## src/rtl/dino_screen_pkg.sv

```systemverilog
// Shared types and screen geometry for the dino game screen/tile memory path.
package dino_screen_pkg;

    localparam int unsigned SCREEN_COLS = 40;
    localparam int unsigned SCREEN_ROWS = 30;

    typedef enum logic [1:0] {
        OP_CLEAR     = 2'd0,
        OP_FILL_RECT = 2'd1,
        OP_PUT       = 2'd2,
        OP_NOP       = 2'd3
    } tile_op_t;

    typedef enum logic [1:0] {
        ST_IDLE  = 2'd0,
        ST_WRITE = 2'd1,
        ST_DONE  = 2'd2
    } tile_wr_state_t;

endpackage

```

## src/rtl/screen_tile_writer_if.sv

```systemverilog
// Command handshake plus screen-memory write port of the tile writer.
interface screen_tile_writer_if
    import dino_screen_pkg::*;
#(
    parameter int unsigned Nloc  = 1200,
    parameter int unsigned Dbits = 4,
    parameter int unsigned COLS  = SCREEN_COLS,
    parameter int unsigned ROWS  = SCREEN_ROWS
)();

    localparam int unsigned XW = $clog2(COLS);
    localparam int unsigned YW = $clog2(ROWS);
    localparam int unsigned WW = $clog2(COLS) + 1;
    localparam int unsigned HW = $clog2(ROWS) + 1;
    localparam int unsigned AW = $clog2(Nloc);

    logic             cmd_valid;
    logic             cmd_ready;
    tile_op_t         cmd_op;
    logic [XW-1:0]    cmd_x;
    logic [YW-1:0]    cmd_y;
    logic [WW-1:0]    cmd_w;
    logic [HW-1:0]    cmd_h;
    logic [Dbits-1:0] cmd_tile;

    logic             wr;
    logic [AW-1:0]    addr;
    logic [Dbits-1:0] din;
    logic             busy;
    logic             done;

    // Command issuer (game logic) side
    modport master (
        output cmd_valid, cmd_op, cmd_x, cmd_y, cmd_w, cmd_h, cmd_tile,
        input  cmd_ready, wr, addr, din, busy, done
    );

    // Write engine side
    modport slave (
        input  cmd_valid, cmd_op, cmd_x, cmd_y, cmd_w, cmd_h, cmd_tile,
        output cmd_ready, wr, addr, din, busy, done
    );

endinterface

```

## src/rtl/screen_tile_writer.sv

```systemverilog
// Turns CLEAR / FILL_RECT / PUT commands into row-major bursts of single-cycle
// writes on the screen memory write port, clipped to the visible screen.
module screen_tile_writer
    import dino_screen_pkg::*;
#(
    parameter int unsigned Nloc  = 1200,
    parameter int unsigned Dbits = 4,
    parameter int unsigned COLS  = SCREEN_COLS,
    parameter int unsigned ROWS  = SCREEN_ROWS
)(
    input  logic                 clock,
    input  logic                 reset,
    screen_tile_writer_if.slave  bus
);

    localparam int unsigned XW = $clog2(COLS);
    localparam int unsigned YW = $clog2(ROWS);
    localparam int unsigned WW = $clog2(COLS) + 1;
    localparam int unsigned HW = $clog2(ROWS) + 1;
    localparam int unsigned AW = $clog2(Nloc);

    tile_wr_state_t state;

    logic [XW-1:0] nx;
    logic [YW-1:0] ny;
    logic [WW-1:0] nw;
    logic [HW-1:0] nh;
    logic [WW-1:0] x_room;
    logic [HW-1:0] y_room;
    logic [WW-1:0] w_eff;
    logic [HW-1:0] h_eff;
    logic          empty;
    logic [XW-1:0] x_last_c;
    logic [AW-1:0] row_base_c;
    logic [AW-1:0] next_row_base;

    logic [XW-1:0] col;
    logic [XW-1:0] x_first;
    logic [XW-1:0] x_last;
    logic [HW-1:0] rows_left;
    logic [AW-1:0] row_base;

    // Normalise and clip the presented command so a burst never leaves the screen
    always_comb begin
        nx = bus.cmd_x;
        ny = bus.cmd_y;
        nw = bus.cmd_w;
        nh = bus.cmd_h;
        case (bus.cmd_op)
            OP_CLEAR: begin
                nx = '0;
                ny = '0;
                nw = WW'(COLS);
                nh = HW'(ROWS);
            end
            OP_PUT: begin
                nw = WW'(1);
                nh = HW'(1);
            end
            default: ;
        endcase

        // Room values wrap when the origin is off-screen; empty masks that case
        x_room = WW'(COLS) - WW'(nx);
        y_room = HW'(ROWS) - HW'(ny);
        w_eff  = (nw < x_room) ? nw : x_room;
        h_eff  = (nh < y_room) ? nh : y_room;

        empty = (bus.cmd_op == OP_NOP) ||
                (32'(nx) >= COLS) || (32'(ny) >= ROWS) ||
                (nw == '0) || (nh == '0);

        x_last_c      = XW'(WW'(nx) + w_eff - WW'(1));
        row_base_c    = AW'(ny) * AW'(COLS);
        next_row_base = row_base + AW'(COLS);
    end

    // Sequencer: all handshake and memory outputs are registered here
    always_ff @(posedge clock or posedge reset) begin
        if (reset) begin
            state         <= ST_IDLE;
            bus.cmd_ready <= 1'b1;
            bus.busy      <= 1'b0;
            bus.wr        <= 1'b0;
            bus.addr      <= '0;
            bus.din       <= '0;
            bus.done      <= 1'b0;
            col           <= '0;
            x_first       <= '0;
            x_last        <= '0;
            rows_left     <= '0;
            row_base      <= '0;
        end else begin
            case (state)
                ST_IDLE: begin
                    if (bus.cmd_valid && bus.cmd_ready) begin
                        bus.cmd_ready <= 1'b0;
                        bus.busy      <= 1'b1;
                        if (empty) begin
                            bus.done <= 1'b1;
                            state    <= ST_DONE;
                        end else begin
                            bus.wr    <= 1'b1;
                            bus.addr  <= row_base_c + AW'(nx);
                            bus.din   <= Dbits'(bus.cmd_tile);
                            col       <= nx;
                            x_first   <= nx;
                            x_last    <= x_last_c;
                            row_base  <= row_base_c;
                            rows_left <= h_eff - HW'(1);
                            state     <= ST_WRITE;
                        end
                    end
                end

                ST_WRITE: begin
                    if (col == x_last) begin
                        if (rows_left == '0) begin
                            bus.wr   <= 1'b0;
                            bus.done <= 1'b1;
                            state    <= ST_DONE;
                        end else begin
                            col       <= x_first;
                            row_base  <= next_row_base;
                            rows_left <= rows_left - HW'(1);
                            bus.addr  <= next_row_base + AW'(x_first);
                        end
                    end else begin
                        col      <= col + XW'(1);
                        bus.addr <= bus.addr + AW'(1);
                    end
                end

                ST_DONE: begin
                    bus.done      <= 1'b0;
                    bus.cmd_ready <= 1'b1;
                    bus.busy      <= 1'b0;
                    state         <= ST_IDLE;
                end

                default: state <= ST_IDLE;
            endcase
        end
    end

endmodule

```

## src/flat_wrapper.sv

```systemverilog
// flat-port wrapper written by rule: the top's interface ports become plain ports
module screen_tile_writer_flat import dino_screen_pkg::*;
#(
    parameter int unsigned Nloc  = 1200,
    parameter int unsigned Dbits = 4,
    parameter int unsigned COLS  = SCREEN_COLS,
    parameter int unsigned ROWS  = SCREEN_ROWS
)
  (clock, reset, bus_cmd_valid, bus_cmd_op, bus_cmd_x, bus_cmd_y, bus_cmd_w, bus_cmd_h, bus_cmd_tile, bus_cmd_ready, bus_wr, bus_addr, bus_din, bus_busy, bus_done);
  screen_tile_writer_if #(.Nloc(Nloc), .Dbits(Dbits), .COLS(COLS), .ROWS(ROWS)) bus_i ();
  input  logic clock;
  input  logic reset;
  input wire logic [$bits(bus_i.cmd_valid)-1:0] bus_cmd_valid;
  input wire logic [$bits(bus_i.cmd_op)-1:0] bus_cmd_op;
  input wire logic [$bits(bus_i.cmd_x)-1:0] bus_cmd_x;
  input wire logic [$bits(bus_i.cmd_y)-1:0] bus_cmd_y;
  input wire logic [$bits(bus_i.cmd_w)-1:0] bus_cmd_w;
  input wire logic [$bits(bus_i.cmd_h)-1:0] bus_cmd_h;
  input wire logic [$bits(bus_i.cmd_tile)-1:0] bus_cmd_tile;
  output wire logic [$bits(bus_i.cmd_ready)-1:0] bus_cmd_ready;
  output wire logic [$bits(bus_i.wr)-1:0] bus_wr;
  output wire logic [$bits(bus_i.addr)-1:0] bus_addr;
  output wire logic [$bits(bus_i.din)-1:0] bus_din;
  output wire logic [$bits(bus_i.busy)-1:0] bus_busy;
  output wire logic [$bits(bus_i.done)-1:0] bus_done;
  assign bus_i.cmd_valid = bus_cmd_valid;
  assign bus_i.cmd_op = bus_cmd_op;
  assign bus_i.cmd_x = bus_cmd_x;
  assign bus_i.cmd_y = bus_cmd_y;
  assign bus_i.cmd_w = bus_cmd_w;
  assign bus_i.cmd_h = bus_cmd_h;
  assign bus_i.cmd_tile = bus_cmd_tile;
  assign bus_cmd_ready = bus_i.cmd_ready;
  assign bus_wr = bus_i.wr;
  assign bus_addr = bus_i.addr;
  assign bus_din = bus_i.din;
  assign bus_busy = bus_i.busy;
  assign bus_done = bus_i.done;
  screen_tile_writer #(.Nloc(Nloc), .Dbits(Dbits), .COLS(COLS), .ROWS(ROWS)) u_core (.clock(clock), .reset(reset), .bus(bus_i));
endmodule
```

## config.mk

```make
export PLATFORM = sky130hd
export DESIGN_NAME = screen_tile_writer_flat
export DESIGN_NICKNAME = d
export VERILOG_FILES = /design/src/rtl/dino_screen_pkg.sv /design/src/rtl/screen_tile_writer_if.sv /design/src/rtl/screen_tile_writer.sv /design/src/flat_wrapper.sv
export SDC_FILE = /design/constraint.sdc
export NUM_CORES = 1
export LEC_CHECK = 0
export ABC_AREA = 1
export BUFFER_PORTS_ARGS = -buffer_cell sky130_fd_sc_hd__buf_4
export CORE_MARGIN = 4
export CORE_UTILIZATION = 40
export CTS_CLUSTER_DIAMETER = 30
export DETAILED_ROUTE_END_ITERATION = 7
export GPL_TIMING_DRIVEN = 0
export HOLD_SLACK_MARGIN = 0.02
export PLACE_DENSITY = 0.67
export SETUP_SLACK_MARGIN = 0.3
export SLEW_MARGIN = 20
export SYNTH_ARGS = -nofsm -noshare
export SYNTH_HDL_FRONTEND = slang
export SYNTH_SLANG_ARGS = --single-unit
```

## constraint.sdc

```tcl
create_clock -name clock -period 2.6 [get_ports clock]
set_input_delay 0.26 -clock clock [delete_from_list [all_inputs] [get_ports clock]]
set_output_delay 0.26 -clock clock [all_outputs]
set_load 0.01 [all_outputs]
```

# After elaboration in Yosys (flattened, before gate mapping)
# Index checks and enable logic that the tools add are counted.
[totals]
reg_bits = 56
inputBits = 33
output_inout_bits = 19
elab_cells = 106
[classes]
n_addsub = 11
mul = 1
magnitude_cmp = 4
n_eq_ne = 12
muxes = 45
bitwise_logic = 1
reduce_logical = 20
[ops]
columns = ["op", "count"]
rows = [
  ["$mux 11", 8],
  ["$mux 6", 11],
  ["$pmux 11 s2", 2],
  ["$pmux 6 s2", 3],
  ["$add 11x6->11", 2],
  ["$sub 6x1->6 const B", 3],
  ["$reduce_and 5->1", 3],
  ["$pmux 7 s2", 1],
  ["$logic_not 6->1", 2],
  ["$add 11x1->11 const B", 1],
  ["$add 11x6->11 const B", 1],
  ["$mux 1", 10],
  ["$mul 5x3->8 const B", 1],
  ["$mux 2", 4],
  ["$ne 2x1->1 const B", 4],
  ["$logic_not 7->1", 1],
  ["$lt 7x7->1", 1],
  ["$sub 6x6->7 const A", 1],
  ["$add 6x1->6 const B", 1],
  ["$add 6x6->6", 1],
  ["$eq 2x2->1 const B", 3],
  ["$eq 6x6->1", 1],
  ["$ge 6x6->1 const B", 1],
  ["$lt 6x6->1", 1],
  ["other kinds (18)", 27],
]

# Longest topological paths before layout
# Gate-level depths: netlist of the first run.
[depth]
depth_word = 10
ltp_mapped = 26
depth_no_buf = 25

# Worst setup path before layout of the first run
# No wires, ideal clock.
[synth_path]
path_type = "input -> register"
startpoint = "input port bus_cmd_op[1]"
endpoint = "register u_core.x_last[5]"
setup_time_ps = 127
t_arrival_ps = 3562
t_required_ps = 2473
setup_slack_ps = -1090
stages = 23
n_path_buf = 1
cell_sequence = "nor2_4 nor2_2 inv_2 ha_1 inv_1 o21ai_0 xor2_1 ha_1 a21oi_1 nor2_1 a211oi_1 nand2_1 buf_2 o21ai_0 or2_2 nand2_1 ha_1 fa_1 nand3_1 nand2_1 xnor2_1 xnor2_1 o21ai_0"
[synth_between]
elab_chain_len = 9
elab_cells_between_ends = 22
classes_between = "3 x add/sub; 3 x order compare; 2 x eq/ne; 5 x mux; 1 x bitwise; 8 x reduce/logical"
[synth_rtl]
columns = ["item", "line", "rtl"]
rows = [
  ["start: declaration", "flat_wrapper.sv:14", "input wire logic [$bits(bus_i.cmd_op)-1:0] bus_cmd_op;"],
  ["parallel branches: the longest is 9 deep, another holds $sub 6x6->7", "-", ""],
  ["end signal: assignment", "screen_tile_writer.sv:108", "x_last <= x_last_c;"],
  ["end: declaration", "screen_tile_writer.sv:39", "logic [XW-1:0] x_last;"],
]
# Parallel ways; which one is timed is not known.
# A chain may end at the register's enable or synchronous reset.

# Worst setup path after layout of the first run
[layout_path]
startpoint = "input port bus_cmd_op[0]"
endpoint = "register u_core.x_last[5]"
# Same word-level chain as after synthesis.

==> qor.txt, run 1 <==
Outcome - complete, but fails checks
Failing checks - setup timing
Synthesized area - 4638 um2
Max-cap violations - 0
CP Capture Type - flop
Io pins - 52
Normalized max-slew margin - 0.5533
Maximum buffer depth of the clock tree - 2
Dominant synthesized flop cell - dfrtp_1
GRT Total Usage - 0.1944
ANT cells - 0
Crit-path max cell delay - 0.32 ns
Post-CTS Hold Fix Bufs - 0
Initial Utilization - 0.4079
IO buf count - 51
Vias in the first global route - 4,532
Syn_area_per_cell - 6.882 um2
Die X - 115.7 um
Pin count of the biggest net entering global routing - 54
Layout cells sized above 1 - 0.2837
Max Clk Rate - 0.2871 GHz
H-tree Lvls - 2
LEAKAGE - 3.088 nW
WP buf/inv - 5
Setup ws final - -0.8832 ns
WP data required - 2.80 ns
Worst vdd ir - 0.3918 mV
Slew Viols, Final - 0
Critical-path top delay cell - ha_1
Post-Syn Instances - 674
Final setup fails - 10
Most frequent cells in the layout - 165 x nand2_1, 84 x buf_4, 82 x inv_1
DPL Wire Length - 9476 um
Final hold violations - 0
Crit Path Max Fanout - 5
Final worst path period share - 1.340
Most common cell after layout, fill and taps aside - nand2_1
Vias/cell - 5.184
Antenna violations before repair - 0
RD Place Congestion - 0.8683
1st-iter DRT viols - 247
Most used cell, CP - nand2_2
CP delay by family, top - simple AND/OR/NAND/NOR gates
Die area - 13,380 um2
Post-synthesis async set-or-reset flop share - 1.000
Antenna-violating nets left - 0
Sequential area share after synthesis - 0.2862
Post-route minimum period - 3.483 ns
Worst-Margin Slew - 0.6700 ns
Nets@finish - 845
Number of fill cells - 1,082
Clock transition at path regs - 0.08 ns
Skew final - 0.008983 ns
Drt wl/cell - 14.32 um
Routed WL - 13,100 um
First-pass GRT wire length - 21,300 um
RSZ-0062 raised after global routing - yes
Synth Register Bits - 53
CP Data Arrival Time - 3.68 ns
Netlist cell types - 45
Critical path class - input pin to flop
Clock latency on the worst-skew pair - 0.31 ns
Row cnt - 39
Die H - 115.7 um
Total gr overflow - 0
Hold Crit Class - input pin to async pin
Pwr/cell area - 945.3 nW/um2
DRT Pass-1 Iters - 5
Tot Pwr - 5.750 mW
Setup_tns - -3.137 ns
Root buffer cell - clkbuf_16
CTS tree - done
Synth Net Count - 748
Layout Utilization - 0.5351
CTS buffer count - 5
Sink Count - 53
DRC - 0
Core area - 11,370 um2
YS warnings - 0
Post-synth EDFFs - 0
P&R area growth vs syn - 31.16%
Startpoint Class - input pin
Via count - 4,743
Yosys cell counts (all sizes together) (4+ instances only):
| cell type | count | area (um2) |
|---|---|---|
| nand2 | 191 | 752.0 |
| inv | 97 | 364.1 |
| o21ai | 77 | 385.4 |
| nor2 | 58 | 240.2 |
| nand3 | 57 | 307.8 |
| dfrtp | 52 | 1301 |
| ha | 38 | 475.5 |
| a21oi | 21 | 123.9 |
| xor2 | 18 | 157.7 |
| buf | 11 | 72.57 |
| xnor2 | 11 | 96.34 |
| nor3 | 7 | 50.05 |
| or2 | 5 | 31.29 |
| clkbuf | 4 | 15.01 |
path summary, 6_finish.rpt:
path / start / to / slack [ns] / depth (start not counted)
min reg2reg: u_core.bus.cmd_ready / u_core.bus.cmd_ready / 0.48 / 2
max: bus_cmd_op[0] / u_core.x_last[5] / -0.88 / 25
min in group clock: bus_cmd_tile[2] / u_core.bus.din[2] / 0.21 / 3
min: reset / u_core.bus.addr[0] / 0.05 / 2
max reg2reg: u_core.row_base[3] / u_core.bus.addr[9] / 0.20 / 14
max in group asynchronous: reset / u_core.row_base[6] / 2.09 / 2
layout make-up:
type,instances,area (um2),share of cell area
Tap cell,143,178.9,0.02941
Multi-Input combinational cell,509,3229,0.5309
Timing Repair Buffer,90,715.7,0.1176
Inverter,97,376.6,0.06191
Buffer,15,105.1,0.01728
Clock buffer,5,125.1,0.02057
Sequential cell,53,1328,0.2182
Clock inverter,3,25.02,0.004114
kinds of logic after synthesis:
family,count (synthesis),share of synthesized area
XOR/XNOR,29,0.05476
buffers and inverters,112,0.09738
AND/OR/NAND/NOR,326,0.3094
flip-flops,53,0.2862
AO/OA/AOI/OAI,113,0.1368
adder cells (fa/ha/maj),41,0.1155
power by group:
part           switching (mW)  internal [mW]
logic                    2.02           1.48
clock network           0.339          0.363
registers               0.334           1.22
layer usage:
metal  up-vias  routed length [um]  GRT usage  part of all wire
li1       2374                   -          -                 -
met2       144                6244     0.3302              0.48
met5         -                   0          0                 0
met3        15                 606    0.01880             0.046
met1      2210                6023     0.2669              0.46
met4         0                 227    0.05104             0.017
per-stage QoR:
step | instances | hold slack (ns) | setup slack, ns | instance area, um2
finish | 915 | 0.04594 | -0.8832 | 6083
global route | 915 | 0.1331 | -1.032 | 6083
CTS | 893 | 0.09006 | -0.7402 | 5689
detailed placement | 868 | 0.4218 | -1.430 | 5280
global placement | 868 | 0.4582 | -1.340 | 5278
floorplan | 674 | 0.4030 | -0.8289 | 4716
timing repair:
action,CTS,global route
buffers inserted,16,20
hold endpoints to repair,0,0
pin swaps,23,34
gates cloned,1,2
endpoints found under the setup margin,27,35
gates resized for setup,41,75
registers in the layout, indices dropped and copies added (netlist names):
register and count:
u_core.bus.addr 11, u_core.bus.busy 1, u_core.bus.cmd_ready 1, u_core.bus.din 4, u_core.bus.done 1, u_core.bus.wr 1, u_core.col 6, u_core.row_base 8
u_core.rows_left 6, u_core.state 2, u_core.x_first 6, u_core.x_last 6
Power figures use the tool's default switching activity.
==> inputs of run 2 (changes only) <==
--- a/config.mk
+++ b/config.mk
@@ -10,3 +10,3 @@
 export CORE_MARGIN = 4
-export CORE_UTILIZATION = 40
+export CORE_UTILIZATION = 55
 export CTS_CLUSTER_DIAMETER = 30
@@ -15,3 +15,3 @@
 export HOLD_SLACK_MARGIN = 0.02
-export PLACE_DENSITY = 0.67
+export PLACE_DENSITY = 0.85
 export SETUP_SLACK_MARGIN = 0.3
==> constraint.sdc (replaced) <==
create_clock -name clock -period 4.5 [get_ports clock]
set_input_delay 0.45 -clock clock [delete_from_list [all_inputs] [get_ports clock]]
set_output_delay 0.45 -clock clock [all_outputs]
set_load 0.02 [all_outputs]
==> qor.txt, run 2 (same netlist as run 1, synthesis figures left out) <==
Max-cap violations - 0 (unchanged)
Cells along the critical path - buf_4 > nor2_4 > nor2_2 > inv_2 > ha_2 > inv_1 > o21ai_1 > xor2_1 > ha_1 > a21oi_2 > nor2_1 > a211oi_2 > nand2_1 > buf_2 > o21ai_1 > or2_2 > nand2_1 > ha_1 > fa_2 > nand3_1 > nand2_1 > xnor2_1 > xnor2_1 > o21ai_0
Most frequent cells in the layout - 181 x nand2_1, 89 x inv_1, 62 x buf_4 (was 165 x nand2_1, 84 x buf_4, 82 x inv_1)
Final setup fails - 0 (was 10)
Crit-path max cell delay - 0.36 ns (was 0.32 ns)
Maximum buffer depth of the clock tree - 2 (unchanged)
DRC - 0 (unchanged)
RD Place Congestion - 0.9149 (was 0.8683)
Skew final - 0.01731 ns (was 0.008983 ns)
GRT Total Usage - 0.2499 (was 0.1944)
Normalized max-slew margin - 0.5439 (was 0.5533)
Number of fill cells - 740 (was 1,082)
RSZ-0062 raised after global routing - no (was yes)
Most common cell after layout, fill and taps aside - nand2_1 (unchanged)
Vias in the first global route - 4,540 (was 4,532)
Layout Utilization - 0.6470 (was 0.5351)
Layout cells sized above 1 - 0.1610 (was 0.2837)
Top reg by flops - u_core.bus.addr (unchanged)
Worst vdd ir - 0.2231 mV (was 0.3918 mV)
Largest regs - u_core.bus.addr (11), u_core.row_base (8) (unchanged)
H-tree Lvls - 2 (unchanged)
LEAKAGE - 2.819 nW (was 3.088 nW)
Die X - 99.83 um (was 115.7 um)
Clock latency on the worst-skew pair - 0.33 ns (was 0.31 ns)
Antenna violations before repair - 0 (unchanged)
Critical path class - input pin to flop (unchanged)
Multi-input logic area - 2878 um2 (was 3229 um2)
Antenna-violating nets left - 0 (unchanged)
DRT Pass-1 Iters - 5 (unchanged)
Outcome - completed (was complete, but fails checks)
1st-iter DRT viols - 306 (was 247)
CTS tree - done (unchanged)
Most used cell, CP - nand2_1 (was nand2_2)
Drt wl/cell - 14.40 um (was 14.32 um)
IO buf count - 51 (unchanged)
ANT cells - 0 (unchanged)
Final worst path period share - 0.8807
Final hold violations - 0 (unchanged)
Nets@finish - 812 (was 845)
Via count - 4,690 (was 4,743)
CTS buffer count - 5 (unchanged)
Total gr overflow - 0 (unchanged)
Crit Path Max Fanout - 10 (was 5)
Pwr/cell area - 566.4 nW/um2 (was 945.3 nW/um2)
Die area - 9966 um2 (was 13,380 um2)
DPL Wire Length - 9518 um (was 9476 um)
WP buf/inv - 4 (was 5)
Io pins - 52 (unchanged)
Initial Utilization - 0.5645 (was 0.4079)
Clock transition at path regs - 0.12 ns (was 0.08 ns)
Startpoint Class - input pin (unchanged)
Max FFs per register - 11 (unchanged)
Hold WS - 0.2169 ns (was 0.04594 ns)
Reg area - 1328 um2 (unchanged)
P&R area growth vs syn - 14.62% (was 31.16%)
Critical-path top delay cell - fa_2 (was ha_1)
Sink Count - 53 (unchanged)
Root buffer cell - clkbuf_8 (was clkbuf_16)
Routed WL - 12,160 um (was 13,100 um)
Post-route minimum period - 3.963 ns
Max Clk Rate - 0.2523 GHz
CP delay by family, top - adder cells (was simple AND/OR/NAND/NOR gates)
Hold Crit Class - input pin to async pin (unchanged)
Slew Viols, Final - 0 (unchanged)
CP Capture Type - flop (unchanged)
Die H - 99.83 um (was 115.7 um)
Core area - 8217 um2 (was 11,370 um2)
First-pass GRT wire length - 20,640 um (was 21,300 um)
Pin count of the biggest net entering global routing - 54 (unchanged)
CP Data Arrival Time - 4.19 ns (was 3.68 ns)
Vias/cell - 5.557 (was 5.184)
Worst-Margin Slew - 0.6817 ns (was 0.6700 ns)
WP data required - 4.72 ns (was 2.80 ns)
Row cnt - 33 (was 39)
-- run 2: cell types whose count changed in the layout (fill, tap and decap cells not counted), sizes merged --
cell and delta:
buf -32, clkbuf -1, clkinvlp -1, inv +1
-- run 2: repair_timing --
action,in CTS,in global routing
resized for setup,0,7
setup buffers,0,6
hold buffers,0,0
setup endpoints to repair,0,4
-- run 2: routing by layer --
metal | part of all wire | vias to the layer above | track usage
li1 | - | 2296 | -
met1 | 0.43 | 2163 | 0.3364
met2 | 0.48 | 198 | 0.4110
met3 | 0.064 | 33 | 0.03058
met4 | 0.028 | 0 | 0.09664
met5 | 0 | - | 0
-- run 2: area by class of cell --
cell class	instances	area share
sequential	53	0.2497
timing repair buffer	57	0.08049
tap	105	0.02471
clock buffer	5	0.01294
inverter	97	0.06896
multi-input combinational	509	0.5413
buffer	15	0.01647
clock inverter	3	0.005413
-- run 2: power breakdown --
| group | switching [mW] | internal (mW) |
|---|---|---|
| logic | 1.12 | 0.693 |
| clock network | 0.183 | 0.117 |
| registers | 0.190 | 0.703 |
-- run 2: through the flow --
| step | power, mW | instance area (um2) | TNS, ns | worst slack [ns] | cells |
|---|---|---|---|---|---|
| after floorplan | 2.155 | 4638 | 0 | 0.6204 | 674 |
| after global placement | 2.601 | 5152 | 0 | 0.06927 | 830 |
| after detailed placement | 2.682 | 5155 | -0.03039 | -0.03039 | 830 |
| after CTS | 2.984 | 5253 | 0 | 0.3252 | 838 |
| after global routing | 3.285 | 5316 | 0 | 0.2983 | 844 |
| final | 3.011 | 5316 | 0 | 0.5367 | 844 |
-- run 2: path summary, 6_finish.rpt --
check                                     start                   to  slack [ns]  cells past startpoint
worst max-delay path              bus_cmd_op[0]     u_core.x_last[5]        0.54                     24
worst min-delay path                      reset    u_core.x_first[5]        0.22                      2
worst max register to register  u_core.state[0]        u_core.col[2]        2.05                      9
worst min register to register  u_core.bus.busy      u_core.bus.busy        0.49                      2
max in group asynchronous                 reset  u_core.rows_left[4]        3.84                      2
min in group clock              bus_cmd_tile[0]    u_core.bus.din[0]        0.36                      3
-- run 2: worst register-to-register path: stages, from the launching register on --
cell	delay [ns]
dfrtp_1	0.44
inv_1	0.08
nor2_1	0.30
inv_1	0.17
clkbuf_1	0.31
nor2_1	0.56
nand2_1	0.08
o21ai_0	0.18
o21ai_0	0.16
o21ai_1	0.09
